`src/rtl/frame_decoder_pkg.sv`:
```
// Shared framing constants and type encodings for the frame decoder and its CRC helper.
package frame_decoder_pkg;

    localparam logic [7:0]  SYNC_CHAR = 8'h7E;
    localparam logic [7:0]  MIN_LEN   = 8'd5;
    localparam logic [7:0]  MAX_LEN   = 8'd64;
    localparam logic [3:0]  SEQ_HI    = 4'h1;
    localparam logic [15:0] CRC_INIT  = 16'hFFFF;
    localparam logic [15:0] CRC_POLY  = 16'h8408;

    typedef enum logic [2:0] {
        StSof  = 3'd0,
        StSeq  = 3'd1,
        StData = 3'd2,
        StCrc1 = 3'd3,
        StCrc2 = 3'd4,
        StEof  = 3'd5,
        StHunt = 3'd6
    } state_e;

    typedef enum logic [2:0] {
        ErrNone = 3'd0,
        ErrLen  = 3'd1,
        ErrCrc  = 3'd2,
        ErrSeq  = 3'd3,
        ErrEof  = 3'd4,
        ErrOvf  = 3'd5
    } err_e;

endpackage

```
`src/rtl/crc16_ccitt_byte.sv`:
```
// Reflected CRC-16/CCITT advanced by one full byte, LSB first.
module crc16_ccitt_byte
    import frame_decoder_pkg::*;
(
    input  logic [15:0] crc_in,
    input  logic [7:0]  data,
    output logic [15:0] crc_out
);

    always_comb begin
        crc_out = crc_in ^ {8'h00, data};
        for (int i = 0; i < 8; i++) begin
            crc_out = crc_out[0] ? ((crc_out >> 1) ^ CRC_POLY) : (crc_out >> 1);
        end
    end

endmodule

```
`src/rtl/frame_decoder.sv`:
```
// Parses len/seq/payload/crc/sync frames into a payload ring; a frame's bytes become
// visible only once length, CRC and sequence checks all pass.
module frame_decoder
    import frame_decoder_pkg::*;
#(
    parameter int unsigned RING_BITS = 6
) (
    input  logic       clk,
    input  logic       rst_n,
    input  logic [7:0] in_data,
    input  logic       in_valid,
    output logic [7:0] out_data,
    output logic       out_last,
    output logic       out_valid,
    input  logic       out_rd_en,
    output logic [3:0] ack_seq,
    output logic       frame_ok,
    output logic       frame_err,
    output logic [2:0] err_code
);

    localparam int unsigned Depth = 2 ** RING_BITS;
    typedef logic [RING_BITS-1:0] ptr_t;
    localparam ptr_t PtrOne = ptr_t'(1);

    state_e      state_q;
    ptr_t        rptr_q;
    ptr_t        wptr_q;
    ptr_t        tmp_wptr_q;
    logic [5:0]  len_q;
    logic [5:0]  cnt_q;
    logic [7:0]  seq_q;
    logic [15:0] crc_q;
    logic [15:0] crc_rx_q;
    logic [3:0]  ack_seq_q;
    logic        frame_ok_q;
    logic        frame_err_q;
    err_e        err_q;

    logic [8:0]  ring [Depth];

    logic [15:0] crc_in;
    logic [15:0] crc_next;
    logic        ring_full;
    logic        ring_we;
    logic        pop;

    // A new frame seeds the CRC from the init value rather than the running register.
    assign crc_in = (state_q == StSof) ? CRC_INIT : crc_q;

    crc16_ccitt_byte u_crc (
        .crc_in  (crc_in),
        .data    (in_data),
        .crc_out (crc_next)
    );

    assign ring_full = (tmp_wptr_q + PtrOne) == rptr_q;
    assign ring_we   = in_valid && (state_q == StData) && !ring_full;
    assign pop       = out_rd_en && out_valid;

    // Payload storage has no reset; only pointers define what is valid.
    always_ff @(posedge clk) begin
        if (ring_we) begin
            ring[tmp_wptr_q] <= {cnt_q == 6'd1, in_data};
        end
    end

    assign out_data  = ring[rptr_q][7:0];
    assign out_last  = ring[rptr_q][8];
    assign out_valid = rptr_q != wptr_q;
    assign ack_seq   = ack_seq_q;
    assign frame_ok  = frame_ok_q;
    assign frame_err = frame_err_q;
    assign err_code  = err_q;

    always_ff @(posedge clk or negedge rst_n) begin
        if (!rst_n) begin
            state_q     <= StSof;
            rptr_q      <= '0;
            wptr_q      <= '0;
            tmp_wptr_q  <= '0;
            len_q       <= '0;
            cnt_q       <= '0;
            seq_q       <= '0;
            crc_q       <= CRC_INIT;
            crc_rx_q    <= '0;
            ack_seq_q   <= '0;
            frame_ok_q  <= 1'b0;
            frame_err_q <= 1'b0;
            err_q       <= ErrNone;
        end else begin
            frame_ok_q  <= 1'b0;
            frame_err_q <= 1'b0;

            if (pop) begin
                rptr_q <= rptr_q + PtrOne;
            end

            if (in_valid) begin
                unique case (state_q)
                    StSof: begin
                        tmp_wptr_q <= wptr_q;
                        if (in_data == SYNC_CHAR) begin
                            state_q <= StSof;
                        end else if (in_data < MIN_LEN || in_data >= MAX_LEN) begin
                            frame_err_q <= 1'b1;
                            err_q       <= ErrLen;
                            state_q     <= StHunt;
                        end else begin
                            len_q   <= in_data[5:0];
                            crc_q   <= crc_next;
                            state_q <= StSeq;
                        end
                    end
                    StSeq: begin
                        seq_q   <= in_data;
                        crc_q   <= crc_next;
                        cnt_q   <= len_q - 6'd5;
                        state_q <= (len_q == 6'd5) ? StCrc1 : StData;
                    end
                    StData: begin
                        if (ring_full) begin
                            frame_err_q <= 1'b1;
                            err_q       <= ErrOvf;
                            tmp_wptr_q  <= wptr_q;
                            state_q     <= StHunt;
                        end else begin
                            tmp_wptr_q <= tmp_wptr_q + PtrOne;
                            crc_q      <= crc_next;
                            cnt_q      <= cnt_q - 6'd1;
                            if (cnt_q == 6'd1) begin
                                state_q <= StCrc1;
                            end
                        end
                    end
                    StCrc1: begin
                        crc_rx_q[15:8] <= in_data;
                        state_q        <= StCrc2;
                    end
                    StCrc2: begin
                        crc_rx_q[7:0] <= in_data;
                        state_q       <= StEof;
                    end
                    StEof: begin
                        if (in_data != SYNC_CHAR) begin
                            frame_err_q <= 1'b1;
                            err_q       <= ErrEof;
                            tmp_wptr_q  <= wptr_q;
                            state_q     <= StHunt;
                        end else if (crc_q != crc_rx_q) begin
                            frame_err_q <= 1'b1;
                            err_q       <= ErrCrc;
                            tmp_wptr_q  <= wptr_q;
                            state_q     <= StSof;
                        end else if (seq_q[7:4] != SEQ_HI || seq_q[3:0] != ack_seq_q) begin
                            frame_err_q <= 1'b1;
                            err_q       <= ErrSeq;
                            tmp_wptr_q  <= wptr_q;
                            state_q     <= StSof;
                        end else begin
                            wptr_q     <= tmp_wptr_q;
                            ack_seq_q  <= seq_q[3:0] + 4'd1;
                            frame_ok_q <= 1'b1;
                            state_q    <= StSof;
                        end
                    end
                    StHunt: begin
                        if (in_data == SYNC_CHAR) begin
                            state_q <= StSof;
                        end
                    end
                    default: begin
                        state_q <= StHunt;
                    end
                endcase
            end
        end
    end

endmodule

```
`config.mk`:
```
export PLATFORM = sky130hd
export DESIGN_NAME = frame_decoder
export DESIGN_NICKNAME = d
export VERILOG_FILES = /design/src/rtl/frame_decoder_pkg.sv /design/src/rtl/crc16_ccitt_byte.sv /design/src/rtl/frame_decoder.sv
export SDC_FILE = /design/constraint.sdc
export NUM_CORES = 1
export LEC_CHECK = 0
export ABC_AREA = 0
export CAP_MARGIN = 20
export CORE_ASPECT_RATIO = 0.7
export CORE_UTILIZATION = 55
export CTS_BUF_LIST = sky130_fd_sc_hd__clkbuf_8
export CTS_CLUSTER_SIZE = 16
export DETAILED_ROUTE_END_ITERATION = 7
export GPL_ROUTABILITY_DRIVEN = 0
export GPL_TIMING_DRIVEN = 0
export HOLD_SLACK_MARGIN = 0.08
export PLACE_DENSITY = 0.81
export SLEW_MARGIN = 10
export SYNTH_ARGS = -nofsm -noshare
export SYNTH_HDL_FRONTEND = slang
export SYNTH_SLANG_ARGS = --single-unit
```
`constraint.sdc`:
```
create_clock -name clk -period 4.1 [get_ports clk]
set_clock_uncertainty 0.05 [all_clocks]
set_input_delay 1.23 -clock clk [delete_from_list [all_inputs] [get_ports clk]]
set_output_delay 1.23 -clock clk [all_outputs]
set_load 0.05 [all_outputs]
```
; Yosys cells after proc, flatten, opt, wreduce, memory -nomap -nowiden
; Memory sizes are Yosys's and may differ from the RTL's.
; Index checks and enable logic that the tools add are counted.
[op_classes]
n_bitwise = 14
magnitude_cmp = 2
n_reduce_logical = 21
mux = 50
add_sub_neg = 5
n_eq_ne = 23
[op_table]
columns = cell, count
row1 = 2-to-1 mux 16 bit, 12
row2 = one-hot mux 16 bit (3 select lines), 1
row3 = 2-to-1 mux 3 bit, 12
row4 = 2-to-1 mux 6 bit, 5
row5 = NOT 2 -> 3 bit, 8
row6 = one-hot mux 3 bit (7 select lines), 1
row7 = one-hot mux 6 bit (3 select lines), 1
row8 = inequality test 16 bit, 1
row9 = XOR 16 x 8 -> 16 bit, 1
row10 = 2-to-1 mux 1 bit, 15
row11 = "adder 6 x 1 -> 6 bit, second input constant", 2
row12 = one-hot mux 6 bit (2 select lines), 1
row13 = "inequality test 2 bit, second input constant", 5
row14 = AND reduction 2 bit, 5
row15 = AND reduction 5 bit, 2
row16 = "equality test 3 bit, second input constant", 3
row17 = one-hot mux 3 bit (3 select lines), 1
row18 = "equality test 8 x 7 -> 1 bit, second input constant", 1
row19 = ">= comparator 8 x 7 -> 1 bit, second input constant", 1
row20 = "< comparator 8 x 3 -> 1 bit, second input constant", 1
row21 = "inequality test 8 x 7 -> 1 bit, second input constant", 1
row22 = "equality test 3 x 2 -> 1 bit, second input constant", 2
row23 = "equality test 6 x 1 -> 1 bit, second input constant", 1
row24 = "equality test 6 x 3 -> 1 bit, second input constant", 1
row25 = 22 further kinds, 31
[totals]
elab_cells = 130
out_inout_bits = 19
ff_bits = 82
mem_bits_rw = 576
n_memories = 1
[memory_table]
columns = memory, words, width, rd, rd_clocked_by_memory_dff, write_ports, line_no
row1 = ring, 64, 9, 1, 0, 1, frame_decoder.sv:40  ; logic [8:0] ring [Depth];

; Longest topological paths before layout
; Gate-level depths: netlist of the first run.
[logic_depth]
depth_word = 22
ltp_mapped = 9

; Modules after synthesis
; From an unflattened synthesis of the first run, not the netlist that was laid out.
[unflattened]
cells_unflattened = 1382
area_unflattened_um2 = 27176.1
[by_module_without_submodules]
columns = mod, area_per_inst_um2, cells_each, instances
row1 = frame_decoder, 26804.5, 1358, 1
row2 = crc16_ccitt_byte, 371.6, 24, 1

; Worst setup path after synthesis of the first run
; OpenSTA, ideal clock, no wires.
[synth_timing]
path_type = reg2out
from = register rptr_q[0]
to = output port out_data[0]
setup_slack_ps = 514
arrival_time_ps = 2306
path_buffers = 2
stages_incl_launch_ff = 7
path_cell_list = dfrtp_1 -> buf_2 -> buf_2 -> mux4_2 -> mux4_2 -> a22oi_1 -> nand2_1
[synth_between]
elab_chain_cells = 1
[synth_rtl]
columns = item, line_no
row1 = start: declaration, frame_decoder.sv:27  ; ptr_t rptr_q;
row2 = start signal: assignment, frame_decoder.sv:96  ; rptr_q <= rptr_q + PtrOne;
row3 = memory read (64 x 9 bit), --
row4 = end: declaration, frame_decoder.sv:12  ; output logic [7:0] out_data,
; Every way passes these cells.

; Worst setup path after layout of the first run
[layout_timing]
from = register rptr_q[0]
to = output port out_data[5]
; The elaborated chain is that of the path after synthesis.

==> impl_metrics.yaml, run 1 <==
outcome:
  status: "finished, violations left"
  failed_checks: "negative setup slack"
layout:
  n_antenna_cell: 0
  final_cells: 2320
  nFillCells: 3119
  multi_input_area_um2: 7670
  layout.nets: 1616
  fin_util_pct: 64.6
  drive_gt1_share_pct: 33.8
  fin_area_um2: 31200
  areaGrowthSynthToFinish_pct: 14.8
  ff_latch_area_um2: 19400
floorplan:
  die_w_um: 268
  start_util_pct: 56.3
  die-height_um: 188
  dieArea_um2: 50300
  rows: 67
  coreArea_um2: 48300
  ios: 31
drt:
  wire_per_inst_um: 29.1
  drcViolationCount: 0
  vias_per_cell: 6.48
  finalWirelength_mm: 67.4
  detail-route-antenna-nets: 0
  dr.pass1.iters: 6
  num_vias: 15000
  drt_iter0_markers: 2044
logic_synthesis:
  syn_area_um2: 27200
  ys_top_cells_by_area: "edfxtp_1, mux4_2, dfrtp_1"
  yosysWarningCount: 0
  synth_edf_count: 576
  synth_cell_types: 75
  synth_nets: 1433
  avgSynthCellArea_um2: 19.2
  yosysTopAreaCellShare_pct: 63.7
  synth-seq-area-share_pct: 71.3
  synth_top_flop_cell: "edfxtp_1"
  yosysTopAreaCell: "edfxtp_1"
  synthCells: 1414
  async_reset_ff_share_pct: 12.5
  synth_seq_cells: 658
global_routing:
  grt_antenna_before_repair: 0
  grt_pass1_vias: 14800
  grt_usage_pct: 27.2
  grt_pass1_wl_mm: 97.3
  grt_max_degree: 72
  grt-ovfl-total: 0
critical_path:
  cp-start-kind: "register"
  crit_fanout: 6
  cp_data_required_time_ps: 2820
  worstPathArrival_ps: 3430
  crit_type: "register to primary output"
  end_kind: "primary output"
cts:
  cts.htree.levels: 3
  path_clk_slew_ps: 60
  cts_tree: "built"
  numCtsBuffers: 93
  clkLatencyLatePin_ps: 680
  root_buffer: "clkbuf_8"
  cts_hold_buf: 0
  cts.sinks: 658
  cts_buffer_depth: 3
sta:
  rsz0062_at_grt: "true"
  worst_slack_ps: -609
  maxSlewViolCount: 0
  fmax_mhz: 212
  finalCritPeriodShare_pct: 115
  fin_tns_setup_ps: -9030
  setup_viol: 63
  min_period_ps: 4710
  fin_hold_ws_ps: 428
  worstMarginPinSlew_ps: 1150
  hold_viol: 0
  relSlewSlack_pct: 23.3
power_and_ir_drop:
  p_switching_mw: 4.10
  total_power_mw: 15.0
  power_frac_clock_pct: 31.2
  vdd_drop_max_v: 0.000295
  combPwrFrac_pct: 15.4
  total_leakage_power_nw: 10.2
  p_per_area_nw_per_um2: 480
  switching_share_pct: 27.4
  p_seq_share_pct: 53.3
  internal-power_mw: 10.9
hold_path:
  min_path_type: "register to register"
placement:
  place_area_um2: 28400
  dp_hpwl_mm: 42.5
  placedCellCount: 2108
  pre_cts_ws_ps: -1310
  port_buffers: 30
flow_run:
  maxCapViolCount: 0
-- state kept, by name, indices dropped and copies added (netlist names) --
register,flops
ring,576
tmp_wptr_q,6
frame_ok,1
err_code,3
state_q,3
wptr_q,6
seq_q,8
len_q,6
crc_rx_q,16
ack_seq,4
frame_err,1
cnt_q,6
rptr_q,6
crc_q,16
-- timing repair --
item                                    CTS  global route
pin swaps                                15            20
endpoints found under the hold margin     0             0
gates cloned                              5             0
endpoints found under the setup margin   99           404
buffers inserted                         10            33
gates resized for setup                 195            64
-- placed cells by master, fill, tap and decap left out, types with 19 or more instances in the layout --
cell and count:
buf_12 24, buf_2 20, buf_4 46, clkbuf_1 19
clkbuf_8 97, clkinv_1 22, dfrtp_1 64, edfxtp_1 576
inv_1 40, mux2_2 31, mux4_2 178, nand2_1 61
nor2_1 65, nor2_2 29, xnor2_1 46, xor2_1 30
-- cell families after synthesis --
group / share of synthesized area, %
adders and majority gates: 0.322
AOI/OAI and AO/OA: 2.37
and+or+nand+nor: 4.65
muxes: 17.1
DFF: 71.3
buffers and inverters: 1.52
xor gates and xnor gates: 2.76
-- final timing paths --
path / from / to / slack [ps] / cells past startpoint
min reg2reg: seq_q[4] / seq_q[4] / 430 / 2
min in group asynchronous: rst_n / wptr_q[2] / 500 / 1
max: rptr_q[0] / out_data[5] / -610 / 11
max in group asynchronous: rst_n / crc_q[7] / 2790 / 2
min: seq_q[4] / seq_q[4] / 430 / 2
max reg2reg: tmp_wptr_q[1] / ring[60][2] / -150 / 8
-- worst max-delay path: stages (launching register included) --
cell	delay, ps
dfrtp_2	420
buf_12	170
buf_12	150
buf_4	120
buf_12	110
buf_4	180
mux4_2	530
a211oi_1	310
a21oi_1	130
a22oi_2	330
nand2_2	130
buf_6	180
-- synthesized netlist by cell type, drive strengths merged, types with 4 or more instances --
master / instances
a211oi: 4
a21oi: 14
a22oi: 20
and2: 7
buf: 46
clkbuf: 26
dfrtp: 66
dfstp: 16
edfxtp: 576
ha: 7
inv: 12
mux2: 47
mux2i: 6
mux4: 178
nand2: 72
nand3: 19
nand4: 7
nand4b: 4
nor2: 108
nor2b: 10
nor3: 6
nor4: 7
o211ai: 5
o21ai: 19
o22ai: 4
or3: 6
xnor2: 47
xor2: 30
-- final cells by class --
cell class | instances | area share, %
clock inverter | 66 | 0.999
buffer | 72 | 2.04
tap | 655 | 2.63
clock buffer | 97 | 4.28
timing repair buffer | 88 | 3.22
sequential | 658 | 62.1
inverter | 12 | 0.144
multi-input combinational | 672 | 24.6
-- power groups by stage --
| stage | registers, mW | clock network (mW) | logic [mW] |
|---|---|---|---|
| 2_1_floorplan | 8.09 | 0 | 1.55 |
| 3_3_place_gp | 8.12 | 0 | 2.06 |
| 3_5_place_dp | 8.12 | 0 | 2.17 |
| 4_1_cts | 7.98 | 4.71 | 2.20 |
| 5_1_grt | 8.03 | 4.99 | 2.48 |
| 6_report | 7.99 | 4.68 | 2.31 |
-- layer usage --
layer / vias to the layer above / global-route usage, % / share of wire, %
met5: - / 0 / 0
met4: 0 / 8.44 / 2.8
met3: 150 / 8.23 / 12
met2: 1057 / 39.7 / 46
met1: 7763 / 39.6 / 39
li1: 6068 / - / -
No activity file was read; power rests on OpenSTA's default activity.
==> run 2: changes to the inputs <==
- CORE_ASPECT_RATIO: 0.7 -> 1.2
==> run 2 against run 1 <==
Net effect: the flow still finishes with violations (negative setup slack); worst setup slack gained 72 ps; sequential share of layout area about the same; die area hardly changed; register-to-register slack gained 100 ps; global-route usage shrank 1.5 points; critical path type unchanged.
==> impl_metrics.yaml, run 2 (same netlist as run 1, synthesis figures left out) <==
layout:
  layout_commonest_cell: "edfxtp_1"
  layout.nets: 1606
  drive_gt1_share_pct: 32.9
  reg_top3: "ring (576), crc_q (16), crc_rx_q (16)"
  fin_util_pct: 64.4
  largest_reg_flops: 576
  areaGrowthSynthToFinish_pct: 14.8
  fin_area_um2: 31200
  ff_latch_area_um2: 19400
  top_register: "ring"
  nFillCells: 3127
  multi_input_area_um2: 7590
  n_antenna_cell: 0
  final_cell_mix: "edfxtp_1, mux4_2, clkbuf_8, nor2_1, dfrtp_1"
  final_cells: 2295
floorplan:
  die_w_um: 205
  die-height_um: 245
  rows: 88
  coreArea_um2: 48400
  dieArea_um2: 50300
  ios: 31
  start_util_pct: 56.1
drt:
  drcViolationCount: 0
  num_vias: 14500
  finalWirelength_mm: 64.4
  drt_iter0_markers: 1663
  wire_per_inst_um: 28.1
  detail-route-antenna-nets: 0
  vias_per_cell: 6.31
  dr.pass1.iters: 6
global_routing:
  grt_pass1_wl_mm: 92.7
  grt_max_degree: 53
  grt_usage_pct: 25.6
  grt-ovfl-total: 0
  grt_pass1_vias: 14900
  grt_antenna_before_repair: 0
critical_path:
  crit_chain: "buf_6, buf_12, buf_12, buf_12, mux4_2, mux4_2, a22oi_2, nand2_2, buf_6"
  cp-start-kind: "register"
  regToRegSetupSlack_ps: -50
  cp_data_required_time_ps: 2820
  r2r_cells: 8
  path_buf_inv: 5
  cpPeakStageDelay_ps: 580
  crit_type: "register to primary output"
  slowest_stage: "mux4_2"
  worstPathArrival_ps: 3360
  path_common_cell: "buf_12"
  cp_top_family: "multiplexers"
  crit_fanout: 6
  end_kind: "primary output"
  reg2reg_from: "tmp_wptr_q[1]"
  worstReg2RegEnd: "ring[11][2]"
cts:
  cts.sinks: 658
  cts_buffer_depth: 3
  cts_tree: "built"
  clkLatencyLatePin_ps: 690
  path_clk_slew_ps: 60
  root_buffer: "clkbuf_8"
  numCtsBuffers: 99
  cts.htree.levels: 3
sta:
  setup_viol: 26
  fmax_mhz: 216
  min_period_ps: 4640
  finalCritPeriodShare_pct: 113
  hold_viol: 0
  rsz0062_at_grt: "true"
  relSlewSlack_pct: 29.1
  maxSlewViolCount: 0
  worstMarginPinSlew_ps: 1060
  fin_tns_setup_ps: -4380
  worst_slack_ps: -537
  fin_hold_ws_ps: 430
power_and_ir_drop:
  total_leakage_power_nw: 10.3
  vdd_drop_max_v: 0.000465
  total_power_mw: 15.5
  p_per_area_nw_per_um2: 497
hold_path:
  min_path_type: "register to register"
  worstHoldStart: "seq_q[4]"
  holdPathEnd: "seq_q[4]"
  holdPathStages: 2
outcome:
  failed_checks: "negative setup slack"
  status: "finished, violations left"
placement:
  dp_hpwl_mm: 41.4
  port_buffers: 30
  place_area_um2: 28400
  pre_cts_ws_ps: -1020
  placedCellCount: 2084
flow_run:
  maxCapViolCount: 0
==> run 2: cell types whose count changed in the layout (fill, tap and decap cells not counted), moves of 3 or more <==
cell / previous run / this run
nor2_4: 14 / 6
buf_8: 6 / 2
nor2_2: 29 / 35
a22oi_2: 18 / 13
clkbuf_8: 97 / 109
buf_6: 14 / 11
bufinv_16: 1 / 5
clkinv_1: 22 / 25
a22oi_1: 2 / 7
buf_4: 46 / 37
==> run 2: tightest hold or removal path, delay by kind of cell, from the launching register on <==
| kind | cells | cell delay [ps] |
|---|---|---|
| flip-flops | 1 | 340 |
| AND/OR/NAND/NOR | 2 | 100 |
==> run 2: worst max path at each step <==
stage                  end       start  slack (ps)  depth (start not counted)
2_1_floorplan  out_data[0]   rptr_q[0]         510                          6
3_3_place_gp     wptr_q[1]  in_data[3]       -1770                          9
3_5_place_dp   out_data[2]   rptr_q[1]       -1020                          7
4_1_cts        out_data[4]   rptr_q[0]        -470                          9
5_1_grt        out_data[4]   rptr_q[0]        -520                          9
6_report       out_data[4]   rptr_q[0]        -540                          9
==> run 2: power by group <==
part           switching [mW]  internal (mW)  total [mW]  leakage (nW)
Sequential              0.328           7.67        8.00          6.18
Clock                    2.52           2.73        5.26          1.08
Combinational            1.28          0.952        2.23          3.00
==> run 2: layout make-up <==
| type | instances | share of cell area (%) |
|---|---|---|
| inverter | 12 | 0.144 |
| sequential | 658 | 62.1 |
| multi-input combinational | 672 | 24.4 |
| buffer | 71 | 1.84 |
| timing repair buffer | 73 | 2.85 |
| tap | 630 | 2.53 |
| clock inverter | 71 | 1.39 |
| clock buffer | 108 | 4.77 |
==> run 2: repair_timing <==
| action | in CTS | in global routing |
|---|---|---|
| gates resized for setup | 146 | 76 |
| hold buffers | 0 | 0 |
| pin swaps | 1 | 12 |
| cloned | 1 | 2 |
| endpoints found under the setup margin | 41 | 268 |
| buffers inserted | 5 | 24 |
==> run 2: metal layers <==
metal | share of wire, % | up-vias | track usage, % | wire [um]
met4 | 4.2 | 0 | 11.9 | 2690
met2 | 52 | 735 | 43.7 | 33300
met3 | 7.7 | 169 | 4.93 | 4950
met5 | 0 | - | 0 | 0
li1 | - | 6052 | - | -
met1 | 36 | 7526 | 31.6 | 23400
==> run 3: changes to the inputs <==
- DONT_BUFFER_PORTS: unset -> 1
- PLACE_DENSITY: 0.81 -> 0.8
==> run 3 against run 2 <==
Net effect: the flow still finishes with violations (negative setup slack); worst setup slack gained 130 ps; die area unchanged; worst hold slack worse by 250 ps; sequential power rose by 0.6%; total power fell by 2.6%; design area decreased by 2.7%; non-clock buffer count is 61 lower.
==> impl_metrics.yaml, run 3 (same netlist as run 1, synthesis figures left out) <==
drt:
  drt_iter0_markers: 1474
  drcViolationCount: 0
  num_vias: 14300
  detail-route-antenna-nets: 0
  finalWirelength_mm: 63.0
  vias_per_cell: 6.38
  dr.pass1.iters: 7
  wire_per_inst_um: 28.2
cts:
  cts_hold_buf: 0
  clkLatencyLatePin_ps: 700
  path_clk_slew_ps: 70
  cts_tree: "built"
  root_buffer: "clkbuf_8"
  cts_buffer_depth: 3
  cts.htree.levels: 3
  numCtsBuffers: 98
  cts.sinks: 658
sta:
  worst_slack_ps: -409
  fmax_mhz: 222
  setup_viol: 9
  min_period_ps: 4510
  finalCritPeriodShare_pct: 110
  maxSlewViolCount: 0
  relSlewSlack_pct: 27.6
  fin_hold_ws_ps: 175
  rsz0062_at_grt: "true"
  worstMarginPinSlew_ps: 1080
  hold_viol: 0
layout:
  fin_area_um2: 30300
  layout_commonest_cell: "edfxtp_1"
  final_cell_mix: "edfxtp_1, mux4_2, clkbuf_8, nor2_1, dfrtp_1"
  nFillCells: 3194
  top_register: "ring"
  reg_top3: "ring (576), crc_q (16), crc_rx_q (16)"
  layout.nets: 1544
  drive_gt1_share_pct: 30.6
  largest_reg_flops: 576
  areaGrowthSynthToFinish_pct: 11.6
  final_cells: 2237
  fin_util_pct: 62.6
global_routing:
  grt_pass1_vias: 14900
  grt_pass1_wl_mm: 93.6
  grt_antenna_before_repair: 1
  grt_usage_pct: 26.0
  grt-ovfl-total: 0
  grt_max_degree: 83
critical_path:
  crit_chain: "buf_12, buf_12, buf_12, mux4_2, mux4_2, a22oi_2, nand2_4"
  cpPeakStageDelay_ps: 580
  r2r_cells: 8
  path_common_cell: "buf_12"
  cp-start-kind: "register"
  reg2reg_from: "tmp_wptr_q[1]"
  crit_fanout: 10
  cp_data_required_time_ps: 2820
  worstReg2RegEnd: "ring[36][5]"
  regToRegSetupSlack_ps: 70
  end_kind: "primary output"
  cp-startpoint: "rptr_q[0]"
  worstPathArrival_ps: 3230
  crit_type: "register to primary output"
  crit_end: "out_data[2]"
  slowest_stage: "mux4_2"
placement:
  port_buffers: 0
  dp_hpwl_mm: 39.7
  place_area_um2: 28000
  placedCellCount: 2045
power_and_ir_drop:
  p_per_area_nw_per_um2: 497
  total_power_mw: 15.1
  total_leakage_power_nw: 9.87
  vdd_drop_max_v: 0.000422
floorplan:
  die_w_um: 205
  rows: 88
  ios: 31
  dieArea_um2: 50300
  coreArea_um2: 48400
  die-height_um: 245
  start_util_pct: 56.1
flow_run:
  maxCapViolCount: 0
outcome:
  failed_checks: "negative setup slack"
  status: "finished, violations left"
hold_path:
  min_path_type: "input port to asynchronous set/reset pin"
run 3: changes by cell type in the layout (fill, tap and decap cells not counted), moves of 6 or more:
cell | previous run | this run
clkdlybuf4s50_1 | 11 | 0
buf_16 | 6 | 0
buf_2 | 21 | 12
buf_4 | 37 | 25
nand2_4 | 1 | 10
nor2_2 | 35 | 27
nand2_2 | 9 | 1
nor2_1 | 67 | 80
clkinv_2 | 8 | 14
buf_12 | 22 | 7
run 3: how the worst min path moves through the flow:
stage                  start    endpoint  slack, ps  cells after the start
global placement    seq_q[4]    seq_q[4]        410                      2
finish                 rst_n   wptr_q[2]        170                      0
global route           rst_n  state_q[1]        150                      0
floorplan           seq_q[4]    seq_q[4]        390                      2
detailed placement  seq_q[4]    seq_q[4]        420                      2
CTS                    rst_n  state_q[1]        150                      0
run 3: power breakdown:
part	switching [mW]	leakage (nW)	total (mW)	internal [mW]
clock network	2.52	1.08	5.07	2.55
logic	1.08	2.61	1.97	0.891
registers	0.372	6.18	8.05	7.67
run 3: through the flow:
step | TNS (ps) | setup WS, ps
2_1_floorplan | 0 | 514
3_3_place_gp | -4460 | -562
3_5_place_dp | -4500 | -570
4_1_cts | -3370 | -422
5_1_grt | -6550 | -434
6_report | -3340 | -409
run 3: critical path, delay by kind of cell (launching register included):
kind | cells | cell delay [ps]
and+or+nand+nor | 1 | 190
AOI/OAI and AO/OA | 1 | 310
buffers and inverters | 3 | 500
muxes | 2 | 1090
DFF | 1 | 430
run 3: timing repair:
action	in CTS	in global routing
hold endpoints to repair	0	0
pin swaps	11	6
buffers inserted	4	4
setup endpoints to repair	10	155
resized for setup	101	36
run 3: layout make-up:
| cell class | count | area [um2] | share of cell area [%] |
|---|---|---|---|
| timing repair buffer | 11 | 98.8 | 0.326 |
| multi-input combinational | 672 | 7600 | 25.1 |
| clock inverter | 77 | 434 | 1.43 |
| sequential | 658 | 19400 | 63.9 |
| tap | 630 | 788 | 2.60 |
| clock buffer | 104 | 1430 | 4.72 |
| buffer | 72 | 552 | 1.82 |
| antenna | 1 | 2.50 | 0.00825 |
| inverter | 12 | 45.0 | 0.149 |
run 3: per-layer routing:
layer | share of wire (%) | GRT usage [%] | up-vias
met2 | 52 | 45.0 | 782
met5 | 0.024 | 0 | -
met1 | 35 | 31.0 | 7399
met4 | 3.9 | 10.8 | 2
li1 | - | - | 5933
met3 | 8.8 | 6.19 | 145
